[src/rtl/serializador_perfil.sv]
// serializador_perfil: sends a captured 3-bit interface profile as a serial frame.
// Frame layout: start(0), perfil[0], perfil[1], perfil[2], even parity, stop(1).
// Each bit is held CICLOS_BIT clocks. All outputs are registered.
module serializador_perfil #(
  parameter int CICLOS_BIT = 4
) (
  input  logic       clk,
  input  logic       reset,
  input  logic [2:0] perfil,
  input  logic       enviar,
  output logic       tx,
  output logic       ocupado,
  output logic       concluido,
  output logic       descartado
);

  typedef enum logic [2:0] {
    OCIOSO,
    INICIO,
    DADOS,
    PARIDADE,
    PARADA
  } estado_t;

  localparam logic [7:0] ULTIMO = 8'(CICLOS_BIT - 1);

  estado_t    estado;
  logic [7:0] cnt;   // cycles spent on the current bit
  logic [1:0] idx;   // data bit index while in DADOS
  logic [2:0] cap;   // profile frozen at request time; tx never looks at perfil
  logic       fim;   // last cycle of the current bit

  assign fim = (cnt == ULTIMO);

  // Frame sequencer: state, bit timing and every registered output
  always_ff @(posedge clk or posedge reset) begin
    if (reset) begin
      estado     <= OCIOSO;
      cnt        <= '0;
      idx        <= '0;
      cap        <= '0;
      tx         <= 1'b1;
      ocupado    <= 1'b0;
      concluido  <= 1'b0;
      descartado <= 1'b0;
    end else begin
      // pulses last a single cycle unless re-armed below
      concluido  <= 1'b0;
      descartado <= 1'b0;
      case (estado)
        OCIOSO: begin
          cnt     <= '0;
          idx     <= '0;
          tx      <= 1'b1;
          ocupado <= 1'b0;
          if (enviar) begin
            if (perfil != 3'b000) begin
              cap     <= perfil;
              estado  <= INICIO;
              tx      <= 1'b0;
              ocupado <= 1'b1;
            end else begin
              descartado <= 1'b1;
            end
          end
        end
        INICIO: begin
          if (fim) begin
            cnt    <= '0;
            idx    <= '0;
            estado <= DADOS;
            tx     <= cap[0];
          end else begin
            cnt <= cnt + 8'd1;
          end
        end
        DADOS: begin
          if (fim) begin
            cnt <= '0;
            if (idx == 2'd2) begin
              idx    <= '0;
              estado <= PARIDADE;
              tx     <= ^cap;
            end else begin
              idx <= idx + 2'd1;
              tx  <= cap[idx + 2'd1];
            end
          end else begin
            cnt <= cnt + 8'd1;
          end
        end
        PARIDADE: begin
          if (fim) begin
            cnt    <= '0;
            estado <= PARADA;
            tx     <= 1'b1;
          end else begin
            cnt <= cnt + 8'd1;
          end
        end
        PARADA: begin
          if (fim) begin
            cnt       <= '0;
            estado    <= OCIOSO;
            tx        <= 1'b1;
            ocupado   <= 1'b0;
            concluido <= 1'b1;
          end else begin
            cnt <= cnt + 8'd1;
          end
        end
        default: begin
          estado  <= OCIOSO;
          cnt     <= '0;
          idx     <= '0;
          tx      <= 1'b1;
          ocupado <= 1'b0;
        end
      endcase
    end
  end

endmodule
[config.mk]
export PLATFORM = sky130hd
export DESIGN_NAME = serializador_perfil
export DESIGN_NICKNAME = d
export VERILOG_FILES = /design/src/rtl/serializador_perfil.sv
export SDC_FILE = /design/constraint.sdc
export NUM_CORES = 1
export LEC_CHECK = 0
export ABC_AREA = 1
export CAP_MARGIN = 20
export CORE_MARGIN = 2
export CORE_UTILIZATION = 45
export CTS_CLUSTER_DIAMETER = 100
export DETAILED_ROUTE_END_ITERATION = 16
export GPL_TIMING_DRIVEN = 0
export PLACE_DENSITY = 0.76
export SLEW_MARGIN = 0
export SYNTH_ARGS = -nofsm -noshare
export SYNTH_HDL_FRONTEND = slang
export SYNTH_SLANG_ARGS = --single-unit
[constraint.sdc]
create_clock -name clk -period 1.45 [get_ports clk]
set_input_delay 0.435 -clock clk [delete_from_list [all_inputs] [get_ports clk]]
set_output_delay 0.435 -clock clk [all_outputs]
set_load 0.005 [all_outputs]
==> impl_metrics.ini, run 1 <==
[outcome]
status = completed

[yosys]
synth_edf_count = 0
ys.flop_type = dfrtp_1
synth_compound_area_share_pct = 6.92
synth-xor-area-share_pct = 0
synth-simple-area-share_pct = 33.2
synth_top_family_by_area = simple AND/OR/NAND/NOR gates
synth_mux_area_share_pct = 0
syn_nets = 157
syn_area_um2 = 1080
yosysWarnings = 0
synthDistinctLibCells = 16
yosysSeqAreaShare_pct = 46.3
syn_inst = 147
synthAdderAreaFrac_pct = 4.61
ys_ff_latch = 20
yosys.area.top_type = dfrtp_1
synthTopCellsByArea = dfrtp_1 (44%), nand2_1 (13%), inv_1 (9.0%)
ys_async_sr_fraction_pct = 100
synth.avg_cell_area_um2 = 7.38
netlist.area_leader.share_pct = 43.8

[detailed_routing]
ant_nets = 0
vias_per_cell = 5.01
totalWireLength_mm = 2.29
avgRoutedWirePerCell_um = 11.6
drtIter0Drc = 10
drc = 0
drt-pass1-iter-count = 4
num_vias = 986

[worst_hold_path]
hold-path-endpoint = ocupado$_DFFE_PP0P_
worstHoldStart = ocupado$_DFFE_PP0P_
min_path_cells = 2
hp-class = reg2reg

[floorplan]
dieWidth_um = 53.1
num_rows = 17
coreArea_um2 = 2250
dieArea_um2 = 2820
ios = 10
initial_core_util_pct = 48.1
die_h_um = 53.1

[clock_tree]
cts_num_sinks = 20
clockBufferDepth = 2
cts_buffers = 3
htreeDepth = 1
clkSlewWorstSetupHoldPaths_ns = 0.12
clk_latency_ns = 0.31
postCtsHoldBufs = 0
cts_root_buf = clkbuf_4
tritoncts = built

[grt]
grt_first_pass_wirelength_mm = 3.56
antenna_found_initial = 0
overflow = 0
grt_max_degree = 21
grt_pass1_vias = 893
grtUsageTotal_pct = 17.2

[setup_path]
cpPeakStageDelay_ns = 0.40
critPathTopFamily = flip-flops
crit_path_start_kind = flip-flop
r2r_start = cnt[1]$_DFF_PP0_
r2r_cells = 8
reg2reg_slack_ns = 0.06
crit_buf_inv = 1
regToRegEndpoint = estado[1]$_DFFE_PP0P_
path_cells = dlygate4sd2_1
crit_required_ns = 1.02
path_class = reg2out
path_max_fanout = 2
worstPathArrival_ns = 0.97
cp_slowest_cell = dfrtp_1
crit_path_end_kind = output pin

[finish]
layout.nets = 180
antenna_cells = 0
drive_gt1_share_pct = 21.9
final_cell_area_um2 = 1380
fin_cells = 197
final_core_util_pct = 61.3
layout_common_cells = nand2_1 (33), inv_1 (24), nand3_1 (16), nor2_1 (16), dfrtp_1 (16)
area_growth_pct = 27.5
n_fill_cell = 207
final_common_cell = nand2_1

[placement]
routabilityCongestion = 0.796
place_ws_ns = -0.152
dp_hpwl_mm = 1.54
port_buffers = 9
detailed_place.area_um2 = 1210
place_inst = 184

[sta]
max_freq_mhz = 712
hold_slack_ns = 0.490
worst_pin_slew_ns = 0.781
skew_ns = 0.00525
finalMaxSlewViolations = 0
fin_ws_ns = 0.0448
relSlewSlack_pct = 47.9
setup_violations = 0
post-route-period-util_pct = 96.9
min_period_ns = 1.41
hold_violations = 0

[pwr]
peakVddDrop_v = 0.00133
p_leak_nw = 0.722
powerDensity_nw_per_um2 = 1880

[job]
drv_cap = 0
==> how the worst max path moves through the flow <==
stage | start | end | slack [ns] | cells after the start
finish | ocupado$_DFFE_PP0P_ | ocupado | 0.04 | 1
global route | cnt[0]$_DFF_PP0_ | cnt[2]$_DFF_PP0_ | -0.01 | 8
CTS | cnt[1]$_DFF_PP0_ | estado[1]$_DFFE_PP0P_ | 0.01 | 8
detailed placement | perfil[0] | cap[0]$_DFFE_PP0P_ | -0.15 | 6
global placement | perfil[1] | tx$_DFFE_PP1P_ | -0.12 | 8
floorplan | cnt[0]$_DFF_PP0_ | estado[1]$_DFFE_PP0P_ | 0.14 | 8
==> state kept, by name, indices dropped and copies added (netlist names) <==
register and cells:
estado 3, cap 3, tx 1, idx 2
ocupado 1, descartado 1, concluido 1, cnt 8
==> synthesized netlist by cell type, types with 2 or more instances <==
cell / n
nand2_2: 3
dfrtp_1: 19
ha_1: 4
a21oi_1: 4
nor3_1: 2
inv_1: 26
nor2_1: 18
o21ai_0: 6
nand2_1: 38
nand4_1: 4
nand3_1: 18
==> metal layers <==
metal / track usage, % / routed length [µm] / vias up
met1: 21.7 / 981 / 457
met4: 7.69 / 53 / 0
li1: - / - / 507
met2: 28.7 / 1180 / 15
met3: 2.82 / 77 / 7
met5: 0 / 0 / -
==> power breakdown <==
group / switching, mW / internal, mW
registers: 0.169 / 0.733
logic: 0.724 / 0.507
clock network: 0.184 / 0.280
total: 1.08 / 1.52
==> logic make-up (layout without fill, tap and decap cells) <==
| kind of cell | count (synthesis) | after routing |
|---|---|---|
| flip-flops | 20 | 20 |
| AO/OA/AOI/OAI | 13 | 13 |
| AND/OR/NAND/NOR | 84 | 84 |
| adder cells (fa/ha/maj) | 4 | 4 |
| buffers and inverters | 26 | 48 |
==> metrics by stage <==
stage	total power [mW]	setup TNS, ns
6_report	2.60	0
3_5_place_dp	1.89	-0.969
5_1_grt	2.82	-0.0322
3_3_place_gp	1.86	-0.575
4_1_cts	2.37	0
2_1_floorplan	1.64	0
==> worst register-to-register path, stage by stage (launching register included) <==
cell and delay [ns]:
dfrtp_1 0.41, ha_4 0.15, nand2_1 0.07, nor2_2 0.14
nand2_2 0.17, nand2_2 0.15, nand2_4 0.08, nand2_1 0.06
nand3_1 0.06
==> layout make-up <==
class	count	area (µm²)	area share, %
sequential	20	505	36.6
multi-input combinational	101	543	39.3
clock buffer	3	22.5	1.63
inverter	26	97.6	7.06
clock inverter	1	30.0	2.17
tap	28	35.0	2.53
timing repair buffer	18	149	10.8
==> what timing repair did <==
item / CTS / global route
gates cloned: 0 / 0
gates resized for setup: 8 / 18
setup endpoints to repair: 13 / 14
buffers inserted: 3 / 6
pin swaps: 0 / 5
Note: power is estimated with default switching activity, not from simulation.
==> run 2: changes to the inputs <==
==> constraint.sdc (replaced) <==
create_clock -name clk -period 1.3 [get_ports clk]
set_input_delay 0.39 -clock clk [delete_from_list [all_inputs] [get_ports clk]]
set_output_delay 0.39 -clock clk [all_outputs]
set_load 0.005 [all_outputs]
==> run 2 against run 1 <==
  * The run now ends with negative setup slack left
  * Register-to-register slack lost 0.16 ns
  * Largest power group unchanged
  * Flip-flop and latch count is the same
  * Die area is the same
  * Critical path depth grew 5
  * Critical path type is now reg2reg
  * Non-clock buffer count grew 7
  * Total power grew 29%
==> impl_metrics.ini, run 2 (synthesis results as in run 1) <==
[finish]
antenna_cells = 0
final_common_cell = nand2_1
layout_common_cells = nand2_1 (28), inv_1 (17), dfrtp_1 (16)
n_fill_cell = 168
regMostFlops = cnt
drive_gt1_share_pct = 41.5
largest_reg_flops = 8
reg_top3 = cnt: 8 flops, cap: 3 flops, estado: 3 flops
area_growth_pct = 46.3
layout.nets = 187

[grt]
use_met2_pct = 33.3
grt_pass1_vias = 881
grt_max_degree = 21
grtUsageMet1_pct = 20.9
grtUsageTotal_pct = 18.0
grt_first_pass_wirelength_mm = 3.68
overflow = 0
grtUsageMet3_pct = 5.93
antenna_found_initial = 0
grt.busiest_layer = met2

[detailed_routing]
vias_per_cell = 5.26
totalWireLength_mm = 2.75
avgRoutedWirePerCell_um = 13.5
ant_nets = 0
drt-pass1-iter-count = 4
drc = 0
num_vias = 1073
drtIter0Drc = 33

[placement]
port_buffers = 9
dp_hpwl_mm = 1.54
place_ws_ns = -0.264
routabilityCongestion = 0.844

[setup_path]
crit_path_end_kind = flip-flop
cpPeakStageDelay_ns = 0.50
worstPathArrival_ns = 1.61
path_max_fanout = 7
critPathTopFamily = simple AND/OR/NAND/NOR gates
reg2reg_slack_ns = -0.10
crit_path_start_kind = flip-flop
cp_slowest_cell = dfrtp_2
crit_required_ns = 1.51
path_class = reg2reg
path_cells = nor2_4 -> nand2_4 -> nor2_1 -> inv_1 -> nand4_1 -> nand3_2
crit_buf_inv = 1

[floorplan]
coreArea_um2 = 2250
dieWidth_um = 53.1
initial_core_util_pct = 48.1
dieArea_um2 = 2820
die_h_um = 53.1
num_rows = 17
ios = 10

[pwr]
peakVddDrop_v = 0.00155
p_leak_nw = 0.795
powerDensity_nw_per_um2 = 2110

[sta]
skew_ns = 0.00143
worst_pin_slew_ns = 0.761
relSlewSlack_pct = 49.2
min_period_ns = 1.40
post-route-period-util_pct = 108
fin_ws_ns = -0.101
hold_slack_ns = 0.501
grt_setup_unrepaired = yes
max_freq_mhz = 714
finalMaxSlewViolations = 0
hold_violations = 0
setup_violations = 6

[clock_tree]
clkSlewWorstSetupHoldPaths_ns = 0.11
cts_buffers = 3
htreeDepth = 1
clk_latency_ns = 0.31
cts_num_sinks = 20
clockBufferDepth = 2
tritoncts = built
cts_root_buf = clkbuf_4

[outcome]
status = finished, violations left
violations = negative setup slack

[job]
drv_cap = 0

[worst_hold_path]
hp-class = in2async
## run 2: area by class of cell
| type | instances | area (µm²) | area share, % |
|---|---|---|---|
| multi-input cells | 101 | 708 | 44.6 |
| flip-flops and latches | 20 | 505 | 31.9 |
| repair buffers | 25 | 204 | 12.9 |
| inverters | 26 | 97.6 | 6.15 |
| clock buffers | 4 | 36.3 | 2.29 |
| well taps | 28 | 35.0 | 2.21 |
## run 2: power breakdown
| group | internal, mW | switching, mW | total, mW |
|---|---|---|---|
| logic | 0.839 | 1.08 | 1.92 |
| registers | 0.819 | 0.236 | 1.05 |
| clock network | 0.171 | 0.199 | 0.370 |
| total | 1.83 | 1.52 | 3.35 |
## run 2: metrics by stage
| stage | TNS [ns] | util (%) | power (mW) | instance area (µm²) | std cells |
|---|---|---|---|---|---|
| 2_1_floorplan | 0 | - | 1.83 | 1090 | 147 |
| 3_3_place_gp | -3.31 | 53.8 | 2.08 | 1210 | 184 |
| 3_5_place_dp | -4.32 | 53.8 | 2.12 | 1210 | 184 |
| 4_1_cts | -0.0969 | 60.0 | 2.71 | 1350 | 195 |
| 5_1_grt | -0.845 | 70.4 | 3.59 | 1590 | 204 |
| 6_report | -0.339 | 70.4 | 3.35 | 1590 | 204 |
## run 2: worst reg2reg max path, cell delays in order (launching register included)
cell     delay (ns)
dfrtp_2        0.50
nor2_4         0.18
nand2_4        0.09
nor2_1         0.19
inv_1          0.13
nand4_1        0.13
nand3_2        0.08
## run 2: repair_timing
action | 4_1_cts | 5_1_grt
hold buffers | 0 | 0
gates resized for setup | 30 | 48
hold endpoints to repair | 0 | 0
pin swaps | 10 | 25
setup buffers | 7 | 10
endpoints found under the setup margin | 19 | 16
## run 2: path summary, 6_finish.rpt
check	startpoint	cells past startpoint	to
worst min-delay path	reset	2	cnt[7]$_DFF_PP0_
max in group asynchronous	reset	2	estado[2]$_DFFE_PP0P_
worst max-delay path	estado[0]$_DFFE_PP0P_	6	estado[1]$_DFFE_PP0P_
min in group clk	ocupado$_DFFE_PP0P_	2	ocupado$_DFFE_PP0P_
worst min register to register	ocupado$_DFFE_PP0P_	2	ocupado$_DFFE_PP0P_
worst max register to register	estado[0]$_DFFE_PP0P_	6	estado[1]$_DFFE_PP0P_
## run 2: layer usage
| metal | share of wire, % | up-vias |
|---|---|---|
| li1 | - | 523 |
| met4 | 2.0 | 0 |
| met3 | 4.1 | 10 |
| met1 | 40 | 512 |
| met5 | 0 | - |
| met2 | 54 | 28 |
==> run 3: changes to the inputs <==
--- a/config.mk
+++ b/config.mk
@@ -11,8 +11,9 @@
 export CORE_UTILIZATION = 45
 export CTS_CLUSTER_DIAMETER = 100
 export DETAILED_ROUTE_END_ITERATION = 16
+export DONT_BUFFER_PORTS = 1
 export GPL_TIMING_DRIVEN = 0
-export PLACE_DENSITY = 0.76
+export PLACE_DENSITY = 0.71
 export SLEW_MARGIN = 0
 export SYNTH_ARGS = -nofsm -noshare
 export SYNTH_HDL_FRONTEND = slang
==> run 3 against run 2 <==
  * The run still ends with negative setup slack left
  * First-iteration DRC count is 21% lower
  * Total power is 4.9% lower
  * Clock skew hardly changed
  * Critical path depth is 1 higher
  * Worst setup slack better by 0.069 ns
  * Hold slack worse by 0.40 ns
  * Core utilization is 6.4 points lower
  * Global-route usage is 2.5 points higher
  * Register-to-register slack better by 0.07 ns
  * Fmax is 5.2% higher
  * Combinational power is 7% lower
  * Critical path type unchanged
==> impl_metrics.ini, run 3 (synthesis results as in run 1) <==
[outcome]
status = finished, violations left
violations = negative setup slack

[floorplan]
initial_core_util_pct = 48.1
coreArea_um2 = 2250
dieWidth_um = 53.1
dieArea_um2 = 2820
num_rows = 17
die_h_um = 53.1
ios = 10

[detailed_routing]
vias_per_cell = 5.27
num_vias = 1027
totalWireLength_mm = 2.62
drc = 0
drt-pass1-iter-count = 4
avgRoutedWirePerCell_um = 13.4
drtIter0Drc = 26
ant_nets = 0

[placement]
routabilityCongestion = 0.778
place_inst = 175
place_ws_ns = -0.158
port_buffers = 0
dp_hpwl_mm = 1.51

[clock_tree]
postCtsHoldBufs = 0
clk_latency_ns = 0.30
cts_root_buf = clkbuf_4
cts_num_sinks = 20
clockBufferDepth = 2
clkSlewWorstSetupHoldPaths_ns = 0.11
cts_buffers = 3
tritoncts = built
htreeDepth = 1

[finish]
largest_reg_flops = 8
multi_input_area_um2 = 641
area_growth_pct = 32.9
layout.nets = 178
fin_cells = 195
seq_area_um2 = 505
drive_gt1_share_pct = 34.1
final_common_cell = nand2_1
n_fill_cell = 196
layout_common_cells = nand2_1 (30), inv_1 (22), dfrtp_1 (16)
reg_top3 = cnt: 8 flops, cap: 3 flops, estado: 3 flops
regMostFlops = cnt
antenna_cells = 0

[grt]
grtUsageMet1_pct = 22.2
overflow = 0
use_met2_pct = 40.0
grtUsageMet3_pct = 2.54
antenna_found_initial = 0
grt_pass1_vias = 963
grt_first_pass_wirelength_mm = 4.13
grtUsageTotal_pct = 20.6
grt_max_degree = 21
grt.busiest_layer = met2

[job]
drv_cap = 0

[sta]
fin_ws_ns = -0.0322
relSlewSlack_pct = 48.8
finalMaxSlewViolations = 0
post-route-period-util_pct = 102
hold_violations = 0
skew_ns = 0.00123
worst_pin_slew_ns = 0.767
min_period_ns = 1.33
max_freq_mhz = 751
grt_setup_unrepaired = yes
setup_violations = 5

[setup_path]
path_max_fanout = 8
reg2reg_slack_ns = -0.03
crit_path_end_kind = flip-flop
crit_required_ns = 1.54
worstPathArrival_ns = 1.57
path_class = reg2reg
crit_path_start_kind = flip-flop

[worst_hold_path]
hp-class = in2async

[pwr]
p_leak_nw = 0.740
powerDensity_nw_per_um2 = 2210
peakVddDrop_v = 0.00108
==> run 3: worst max-delay path: stages (launching register included) <==
cell and delay [ns]:
dfrtp_1 0.41, ha_4 0.17, nand2_4 0.05, nor2_4 0.13, nand2_4 0.13, a21oi_4 0.20
nand3_1 0.10, o21ai_1 0.08
==> run 3: final cells by class <==
cell class	count	share of cell area, %
multi-input combinational	101	44.4
sequential	20	35.1
timing repair buffer	16	8.59
inverter	26	6.94
clock buffer	4	2.52
tap	28	2.43
==> run 3: worst paths after layout <==
path,from,to,cells past startpoint
max,cnt[0]$_DFF_PP0_,idx[1]$_DFFE_PP0P_,7
min,reset,ocupado$_DFFE_PP0P_,1
max reg2reg,cnt[0]$_DFF_PP0_,idx[1]$_DFFE_PP0P_,7
min reg2reg,ocupado$_DFFE_PP0P_,ocupado$_DFFE_PP0P_,2
max in group asynchronous,reset,estado[1]$_DFFE_PP0P_,1
min in group clk,enviar,descartado$_DFF_PP0_,2
==> run 3: report_power, final <==
group	internal [mW]	total (mW)	leakage, nW	switching (mW)
sequential	0.818	1.04	0.259	0.220
combinational	0.773	1.78	0.460	1.01
clock	0.171	0.365	0.0210	0.194
==> run 3: timing repair <==
action / CTS / global route
pin swaps: 14 / 17
buffers inserted: 14 / 2
resized for setup: 12 / 34
endpoints found under the setup margin: 14 / 19
==> run 3: stage by stage <==
stage / TNS [ns] / power [mW] / hold slack [ns] / instance area (µm²) / util, %
6_report: -0.0729 / 3.18 / 0.0994 / 1440 / 63.9
5_1_grt: -1.43 / 3.45 / 0.174 / 1440 / 63.9
4_1_cts: -0.0525 / 2.78 / 0.134 / 1320 / 58.3
3_3_place_gp: -0.794 / 2.00 / 0.448 / 1120 / 49.8
2_1_floorplan: 0 / 1.83 / 0.353 / 1090 / -
3_5_place_dp: -1.07 / 2.05 / 0.466 / 1120 / 49.8
==> run 3: layer usage <==
layer	wire length [µm]	vias to the layer above
li1	-	500
met1	1040	500
met2	1480	20
met3	53	7
met4	51	0
met5	0	-
